## config.mk

```make
export PLATFORM = sky130hd
export DESIGN_NAME = cga_vram_arbiter
export DESIGN_NICKNAME = d
export VERILOG_FILES = /design/src/rtl/cga_vram_arbiter_pkg.sv /design/src/rtl/cga_vram_arbiter.sv
export SDC_FILE = /design/constraint.sdc
export NUM_CORES = 1
export LEC_CHECK = 0
export CORE_ASPECT_RATIO = 1.4
export CORE_MARGIN = 2
export CORE_UTILIZATION = 28
export DETAILED_ROUTE_END_ITERATION = 16
export SLEW_MARGIN = 20
export SYNTH_ARGS = -nofsm -noshare
export SYNTH_HDL_FRONTEND = slang
export SYNTH_SLANG_ARGS = --single-unit
```

## constraint.sdc

```tcl
create_clock -name clk -period 2.1 [get_ports clk]
set_input_delay 0.21 -clock clk [delete_from_list [all_inputs] [get_ports clk]]
set_output_delay 0.21 -clock clk [all_outputs]
set_load 0.02 [all_outputs]
```

## src/rtl/cga_vram_arbiter_pkg.sv

```systemverilog
// Shared types and constants for the CGA video SRAM arbiter.
package cga_pkg;

  typedef enum logic [1:0] {
    IDLE   = 2'd0,
    PEND   = 2'd1,
    ACCESS = 2'd2,
    DONE   = 2'd3
  } arb_state_t;

  localparam int CGA_VRAM_ADDR_W = 19;
  localparam int BEAT_W          = 3;

  function automatic logic [BEAT_W-1:0] last_beat(input int cycles);
    return BEAT_W'(cycles - 1);
  endfunction

endpackage

```

## src/rtl/cga_vram_arbiter.sv

```systemverilog
// Time-shares the video SRAM between slot-driven pixel fetch and posted ISA accesses.
// Optional macro CGA_SNOW_EN: ISA keeps the SRAM during a pixel slot and the pixel byte is corrupted (CGA snow).
module cga_vram_arbiter
  import cga_pkg::*;
#(
  parameter int ADDR_W       = CGA_VRAM_ADDR_W,
  parameter int ISA_CYCLES   = 2,
  parameter bit USE_BUS_WAIT = 1'b1
) (
  input  logic              clk,
  input  logic              reset_l,
  input  logic              pixel_read,
  input  logic [ADDR_W-1:0] pixel_addr,
  output logic [7:0]        pixel_data,
  input  logic              isa_op_enable,
  input  logic              isa_read,
  input  logic              isa_write,
  input  logic [ADDR_W-1:0] isa_addr,
  input  logic [7:0]        isa_din,
  output logic [7:0]        isa_dout,
  output logic              isa_rdy,
  output logic [ADDR_W-1:0] ram_a,
  input  logic [7:0]        ram_din,
  output logic [7:0]        ram_dout,
  output logic              ram_oe,
  output logic              ram_we_l
);

  localparam logic [BEAT_W-1:0] LAST_BEAT = last_beat(ISA_CYCLES);

  arb_state_t        state_q, state_d;
  logic [BEAT_W-1:0] beat_q, beat_d;
  logic              strobe_q;
  logic [ADDR_W-1:0] addr_q, addr_d;
  logic [7:0]        wdata_q, wdata_d;
  logic              is_wr_q, is_wr_d;
  logic [7:0]        pixel_data_q, pixel_data_d;
  logic [7:0]        isa_dout_q, isa_dout_d;
  logic              isa_rdy_q, isa_rdy_d;

  logic              strobe_s;
  logic              rise_s;
  logic              isa_owns_s;
  logic [ADDR_W-1:0] ram_a_s;
  logic              ram_oe_s;
  logic              ram_we_l_s;

  assign strobe_s = isa_read | isa_write;
  assign rise_s   = strobe_s & ~strobe_q;

`ifdef CGA_SNOW_EN
  assign isa_owns_s = 1'b1;
`else
  assign isa_owns_s = ~pixel_read;
`endif

  // Next-state, SRAM pin steering and capture of read data.
  always_comb begin
    state_d      = state_q;
    beat_d       = beat_q;
    addr_d       = addr_q;
    wdata_d      = wdata_q;
    is_wr_d      = is_wr_q;
    isa_dout_d   = isa_dout_q;
    isa_rdy_d    = isa_rdy_q;
    ram_a_s      = pixel_addr;
    ram_oe_s     = 1'b0;
    ram_we_l_s   = 1'b1;
    if (pixel_read) begin
      pixel_data_d = ram_din;
    end else begin
      pixel_data_d = pixel_data_q;
    end

    case (state_q)
      IDLE: begin
        if (rise_s) begin
          addr_d    = isa_addr;
          wdata_d   = isa_din;
          is_wr_d   = isa_write;
          isa_rdy_d = 1'b0;
          state_d   = PEND;
        end else begin
          state_d = IDLE;
        end
      end
      PEND: begin
        if (isa_op_enable && !pixel_read) begin
          beat_d  = {BEAT_W{1'b0}};
          state_d = ACCESS;
        end else begin
          state_d = PEND;
        end
      end
      ACCESS: begin
        if (isa_owns_s) begin
          ram_a_s    = addr_q;
          ram_oe_s   = is_wr_q;
          // Last write beat releases WE so address and data are held past the strobe.
          ram_we_l_s = ~(is_wr_q && (beat_q != LAST_BEAT));
          if (pixel_read) begin
            pixel_data_d = is_wr_q ? wdata_q : ram_din;
          end else begin
            pixel_data_d = pixel_data_q;
          end
          if (beat_q == LAST_BEAT) begin
            if (!is_wr_q) begin
              isa_dout_d = ram_din;
            end else begin
              isa_dout_d = isa_dout_q;
            end
            isa_rdy_d = 1'b1;
            state_d   = DONE;
          end else begin
            beat_d = beat_q + 3'd1;
          end
        end else begin
          beat_d  = {BEAT_W{1'b0}};
          state_d = PEND;
        end
      end
      DONE: begin
        if (!strobe_s) begin
          state_d = IDLE;
        end else begin
          state_d = DONE;
        end
      end
      default: begin
        state_d = IDLE;
      end
    endcase
  end

  // State and datapath registers with synchronous reset.
  always_ff @(posedge clk) begin
    if (!reset_l) begin
      state_q      <= IDLE;
      beat_q       <= {BEAT_W{1'b0}};
      strobe_q     <= 1'b0;
      addr_q       <= {ADDR_W{1'b0}};
      wdata_q      <= 8'h00;
      is_wr_q      <= 1'b0;
      pixel_data_q <= 8'h00;
      isa_dout_q   <= 8'h00;
      isa_rdy_q    <= 1'b1;
    end else begin
      state_q      <= state_d;
      beat_q       <= beat_d;
      strobe_q     <= strobe_s;
      addr_q       <= addr_d;
      wdata_q      <= wdata_d;
      is_wr_q      <= is_wr_d;
      pixel_data_q <= pixel_data_d;
      isa_dout_q   <= isa_dout_d;
      isa_rdy_q    <= isa_rdy_d;
    end
  end

  // Pins must be steered within the slot cycle, so the SRAM side is combinational and parked during reset.
  assign ram_a      = reset_l ? ram_a_s : {ADDR_W{1'b0}};
  assign ram_oe     = reset_l ? ram_oe_s : 1'b0;
  assign ram_we_l   = reset_l ? ram_we_l_s : 1'b1;
  assign ram_dout   = wdata_q;
  assign pixel_data = pixel_data_q;
  assign isa_dout   = isa_dout_q;
  assign isa_rdy    = isa_rdy_q | ~USE_BUS_WAIT;

endmodule

```

# Yosys cells after proc, flatten, opt, wreduce, memory -nomap -nowiden
# Cells that the tools add are included.
dict set report totals {
  ff_bits 51
  output_inout_bits 46
  wordCells 64
}
dict set report op_classes {
  addsub 1
  eq_ne 12
  n_mux 26
  bitwise 6
  n_reduce_logical 10
}
# op count
set op_table {}
lappend op_table {{two-way mux 19 bit} 3}
lappend op_table {{two-way mux 8 bit} 3}
lappend op_table {{two-way mux 1 bit} 10}
lappend op_table {{!= test 2 bit, second input constant} 5}
lappend op_table {{two-way mux 3 bit} 3}
lappend op_table {{two-way mux 2 bit} 4}
lappend op_table {{case mux 2 bit (4 select lines)} 1}
lappend op_table {{AND reduction 4 bit} 2}
lappend op_table {{!= test 3 bit, second input constant} 2}
lappend op_table {{case mux 3 bit (2 select lines)} 1}
lappend op_table {{equality test 2 bit, second input constant} 2}
lappend op_table {{NOT 1 bit} 4}
lappend op_table {{nonzero test 2 bit} 2}
lappend op_table {{adder 3 x 1 -> 3 bit, second input constant} 1}
lappend op_table {{equality test 3 x 1 -> 1 bit, second input constant} 1}
lappend op_table {{!= test 3 x 1 -> 1 bit, second input constant} 1}
lappend op_table {{AND reduction 3 bit} 1}
lappend op_table {{equality test 2 x 1 -> 1 bit, second input constant} 1}
lappend op_table {{logical AND 1 bit} 2}
lappend op_table {{zero test 2 bit} 1}
lappend op_table {{case mux 1 bit (2 select lines)} 1}
lappend op_table {{AND reduction 2 bit} 1}
lappend op_table {{AND 1 bit} 1}
lappend op_table {{zero test 1 bit} 1}
lappend op_table {{OR 1 bit} 1}

# Logic depth before layout (Yosys ltp)
dict set report depth {
  word_depth 6
  mapped_depth 6
}

# Worst setup path after synthesis
# Ideal clock, no wire load.
dict set report synth_timing {
  kind {register -> output}
  from {register state_q[1]}
  to {output ram_a[10]}
  arrival_time_ns 1.327
  slack_ns 0.563
  stages_incl_launch_ff 5
  path_buffers 1
  path_cell_list {dfxtp_1 -> nor3b_2 -> buf_4 -> nand2_1 -> a21oi_1}
}
dict set report synth_via {
  elab_chain_len 3
}
# item line_no
set synth_rtl {}
lappend synth_rtl {{start, declared} cga_vram_arbiter.sv:31} ;# arb_state_t state_q, state_d;
lappend synth_rtl {{start signal, assigned} cga_vram_arbiter.sv:148} ;# state_q <= state_d;
lappend synth_rtl {{equality test 2 bit} cga_vram_arbiter.sv:75} ;# case (state_q)
lappend synth_rtl {{two-way mux 19 bit} cga_vram_arbiter.sv:75}
lappend synth_rtl {{two-way mux 19 bit} cga_vram_arbiter.sv:161} ;# assign ram_a = reset_l ? ram_a_s : {ADDR_W{1'b0}};
lappend synth_rtl {{end, declared} cga_vram_arbiter.sv:22} ;# output logic [ADDR_W-1:0] ram_a,
# Every way passes these cells.

# Worst setup path in the final report
dict set report layout_timing {
  from {input pixel_read}
  to {output ram_we_l}
}
dict set report layout_via {
  elab_chain_len 3
}
# item line_no
set layout_rtl {}
lappend layout_rtl {{start, declared} cga_vram_arbiter.sv:12} ;# input logic pixel_read,
lappend layout_rtl {{two-way mux 1 bit} cga_vram_arbiter.sv:96} ;# if (isa_owns_s) begin
lappend layout_rtl {{two-way mux 1 bit} cga_vram_arbiter.sv:75}
lappend layout_rtl {{two-way mux 1 bit} cga_vram_arbiter.sv:163} ;# assign ram_we_l = reset_l ? ram_we_l_s : 1'b1;
lappend layout_rtl {{end, declared} cga_vram_arbiter.sv:26} ;# output logic ram_we_l
# Every way passes these cells.

==> implementation parameters <==
Parameter                              Value

Pwr
  Leakage dissipation    1.53 nW
  Highest ir drop seen on vdd    0.320 mV
  Combinational share of power    0.202
  Share of total power consumed by net switching    0.245
  Switching pwr    0.603 mW
  Internal Power    1.85 mW
  Reg power frac    0.433
  Clock power frac    0.364
  Total power divided by cell area    660 nW/um^2

STA
  Fin. max-slew vios    0
  Remaining max-slew budget at the tightest pin    0.484
  Setup skew after layout    0.00634 ns
  Slew at the pin closest to its max-slew limit    0.774 ns
  Setup TNS Final    0 ns
  Maximum clock rate    0.506 GHz
  RSZ-0062 raised after global routing    false
  Setup-failing EPs final    0
  Final count of hold timing violations    0
  Portion of the clock cycle consumed by the worst path in the final layout    0.942
  Shortest clock period the worst path allows after layout    1.98 ns

Final layout
  Number of nets in the layout    456
  Diodes inserted    0
  Fraction of final layout cells sized beyond drive strength 1    0.0584
  Post-route core utilization    0.438
  Fillers    898
  Area growth syn-to-layout    53.6%

Global routing
  Maximum number of pins on one net before global-route repair    84
  GRT Overall Usage    0.140
  Initial antenna violation count    0
  Final global-route overflow total    0
  Global-route wire length before repair    10400 um
  Vias in the first global route    2272

Yosys
  Number of register bits inferred by synthesis    51
  Syn Nets    354
  Synth top area cells    dfxtp_1 (42%), mux2i_1 (19%), nand2_1 (17%), a21oi_1 (4.3%), nor2b_1 (1.8%)
  Post-Syn Instances    292
  Post-synth design cell area    2420 um^2
  Share of synthesized area occupied by flip-flops and latches    0.421
  Cell type contributing the most total cell area after synthesis    dfxtp_1
  Number of enable-type register cells in the synthesized netlist    0
  Mean post-synth cell area    8.30 um^2
  Top-area cell type share of the netlist area    0.421
  Library cells used by synthesis    29
  Ys Warns    0
  Primary FF master, synth    dfxtp_1
  Share of synthesized flip-flops with an asynchronous set or reset    0

Setup path
  Register-to-register path setup slack    0.63 ns
  Nature of the critical path endpoint    output port
  Max Fanout on Critical Path    21
  Startpoint kind of the worst setup timing path    input pin
  Required time of the worst setup path    1.89 ns
  Crit path arrival time    1.77 ns
  Critical Setup Path Class    input pin to output port

CTS
  CTS Buffer Depth    2
  CTS root buffer    clkbuf_16
  CTS H-tree depth    2
  CTS hold repair buffers    0
  CTS tree    built
  Number of clock sinks    51
  Register clock-pin slew on the reported worst setup and hold paths    0.06 ns
  Number of clock buffers inserted by TritonCTS    5
  Clock latency reported for the late side of the worst-skew pair    0.28 ns

Floorplanning
  Num ports    106
  Die Y    114 um
  Initial Utilization    0.285
  Rows    40
  Die boundary width    82.7 um
  Core region area    8510 um^2
  Die outline area    9430 um^2

Detailed routing
  WL final    6430 um
  DRC errors left    0
  Residual antenna-violating net count after detailed routing    0
  Detailed-route via count    2267
  Router iterations before antenna repair    4
  Average routed wire per standard cell    12.9 um
  Starting DRT DRC Count    94
  Via-per-instance ratio    4.54

Placement
  Final weighted congestion of routability-driven global placement    0.753
  Detail Placement HPWL    4550 um
  PortBufs    105

Flow run
  Max-cap violations    0

Run status
  Status    completed

Min path
  Class of the most critical hold timing path    input pin to flip-flop
power groups by stage:
stage / registers [mW] / clock network [mW] / logic, mW
global placement: 1.09 / 0 / 0.512
detailed placement: 1.09 / 0 / 0.517
global route: 1.07 / 0.962 / 0.541
floorplan: 1.11 / 0 / 0.244
finish: 1.07 / 0.895 / 0.497
CTS: 1.07 / 0.926 / 0.505
synth_stat cells, drive strengths merged (2+ instances only):
library cell    n
nor2b           7
clkbuf         10
nor3b           4
nand2         111
nor2            6
mux2i          45
nand2b          4
a21oi          21
buf            11
o22ai           2
nand3           2
ha              2
dfxtp          51
inv             5
o221ai          2
worst max-delay path, cell delays in order:
cell and delay [ns]:
clkdlybuf4s50_1 0.47, nor3b_4 0.23, buf_12 0.19, nand4_1 0.11
clkdlybuf4s50_1 0.55
area by class of cell:
cell class	count	area, um^2	area share
clock buffer	6	129	0.0346
clock inverter	1	30.0	0.00806
inverter	5	18.8	0.00504
multi-input combinational	215	1270	0.340
sequential	51	1020	0.274
tap	105	131	0.0353
timing repair buffer	116	1130	0.303
flip-flops by register name, indices dropped and copies added, names as in the netlist:
name	count
strobe_q	1
beat_q	3
pixel_data	8
ram_dout	8
state_q	2
isa_rdy	1
is_wr_q	1
isa_dout	8
addr_q	19
routing by layer:
| layer | vias up | wire length (um) | share of wire | global-route usage |
|---|---|---|---|---|
| met5 | - | 0 | 0 | 0 |
| met4 | 0 | 114 | 0.018 | 0.0426 |
| met3 | 7 | 461 | 0.072 | 0.0402 |
| met2 | 73 | 3170 | 0.49 | 0.249 |
| met1 | 1033 | 2690 | 0.42 | 0.158 |
| li1 | 1154 | - | - | - |
through the flow:
stage | hold slack (ns) | cells | power [mW] | setup slack (ns) | instance area [um^2]
final | 0.275 | 499 | 2.46 | 0.122 | 3720
after global routing | 0.274 | 499 | 2.58 | 0.0140 | 3720
after CTS | 0.269 | 499 | 2.50 | 0.108 | 3720
after detailed placement | 0.447 | 492 | 1.60 | -0.123 | 3590
after global placement | 0.442 | 492 | 1.60 | -0.121 | 3590
after floorplan | 0.352 | 292 | 1.35 | 0.563 | 2420
cell families (layout without fill, tap and decap cells):
group                      count (synthesis)  after routing  synth area share
and+or+nand+nor                          138            138             0.250
adders and majority gates                  2              2            0.0103
muxes                                     45             45             0.186
DFF                                       51             51             0.421
buffers and inverters                     26            128            0.0593
AOI/OAI and AO/OA                         30             30            0.0733
layout by cell type, fill, tap and decap left out, types with 2 or more instances in the layout:
cell type	count
o22ai_1	2
nor2_1	6
nand2b_1	4
nand3_1	2
dlygate4sd2_1	20
buf_12	2
buf_4	9
nor3b_1	3
nor2b_1	7
ha_1	2
dfxtp_1	51
clkdlybuf4s50_1	84
nand2_1	111
inv_1	5
clkbuf_16	5
a21oi_1	21
mux2i_1	45
what timing repair did:
action                                  in CTS  in global routing
endpoints found under the hold margin        0                  0
gates resized for setup                     20                  0
endpoints found under the setup margin      20                  0
buffers inserted                             0                  0
worst paths after layout:
kind                   start     endpoint  cells after the start
setup / recovery  pixel_read     ram_we_l                      5
hold / removal       reset_l      is_wr_q                      3
setup reg to reg   beat_q[0]  isa_dout[3]                      5
hold reg to reg   addr_q[10]   addr_q[10]                      2
Power figures use the tool's default switching activity.
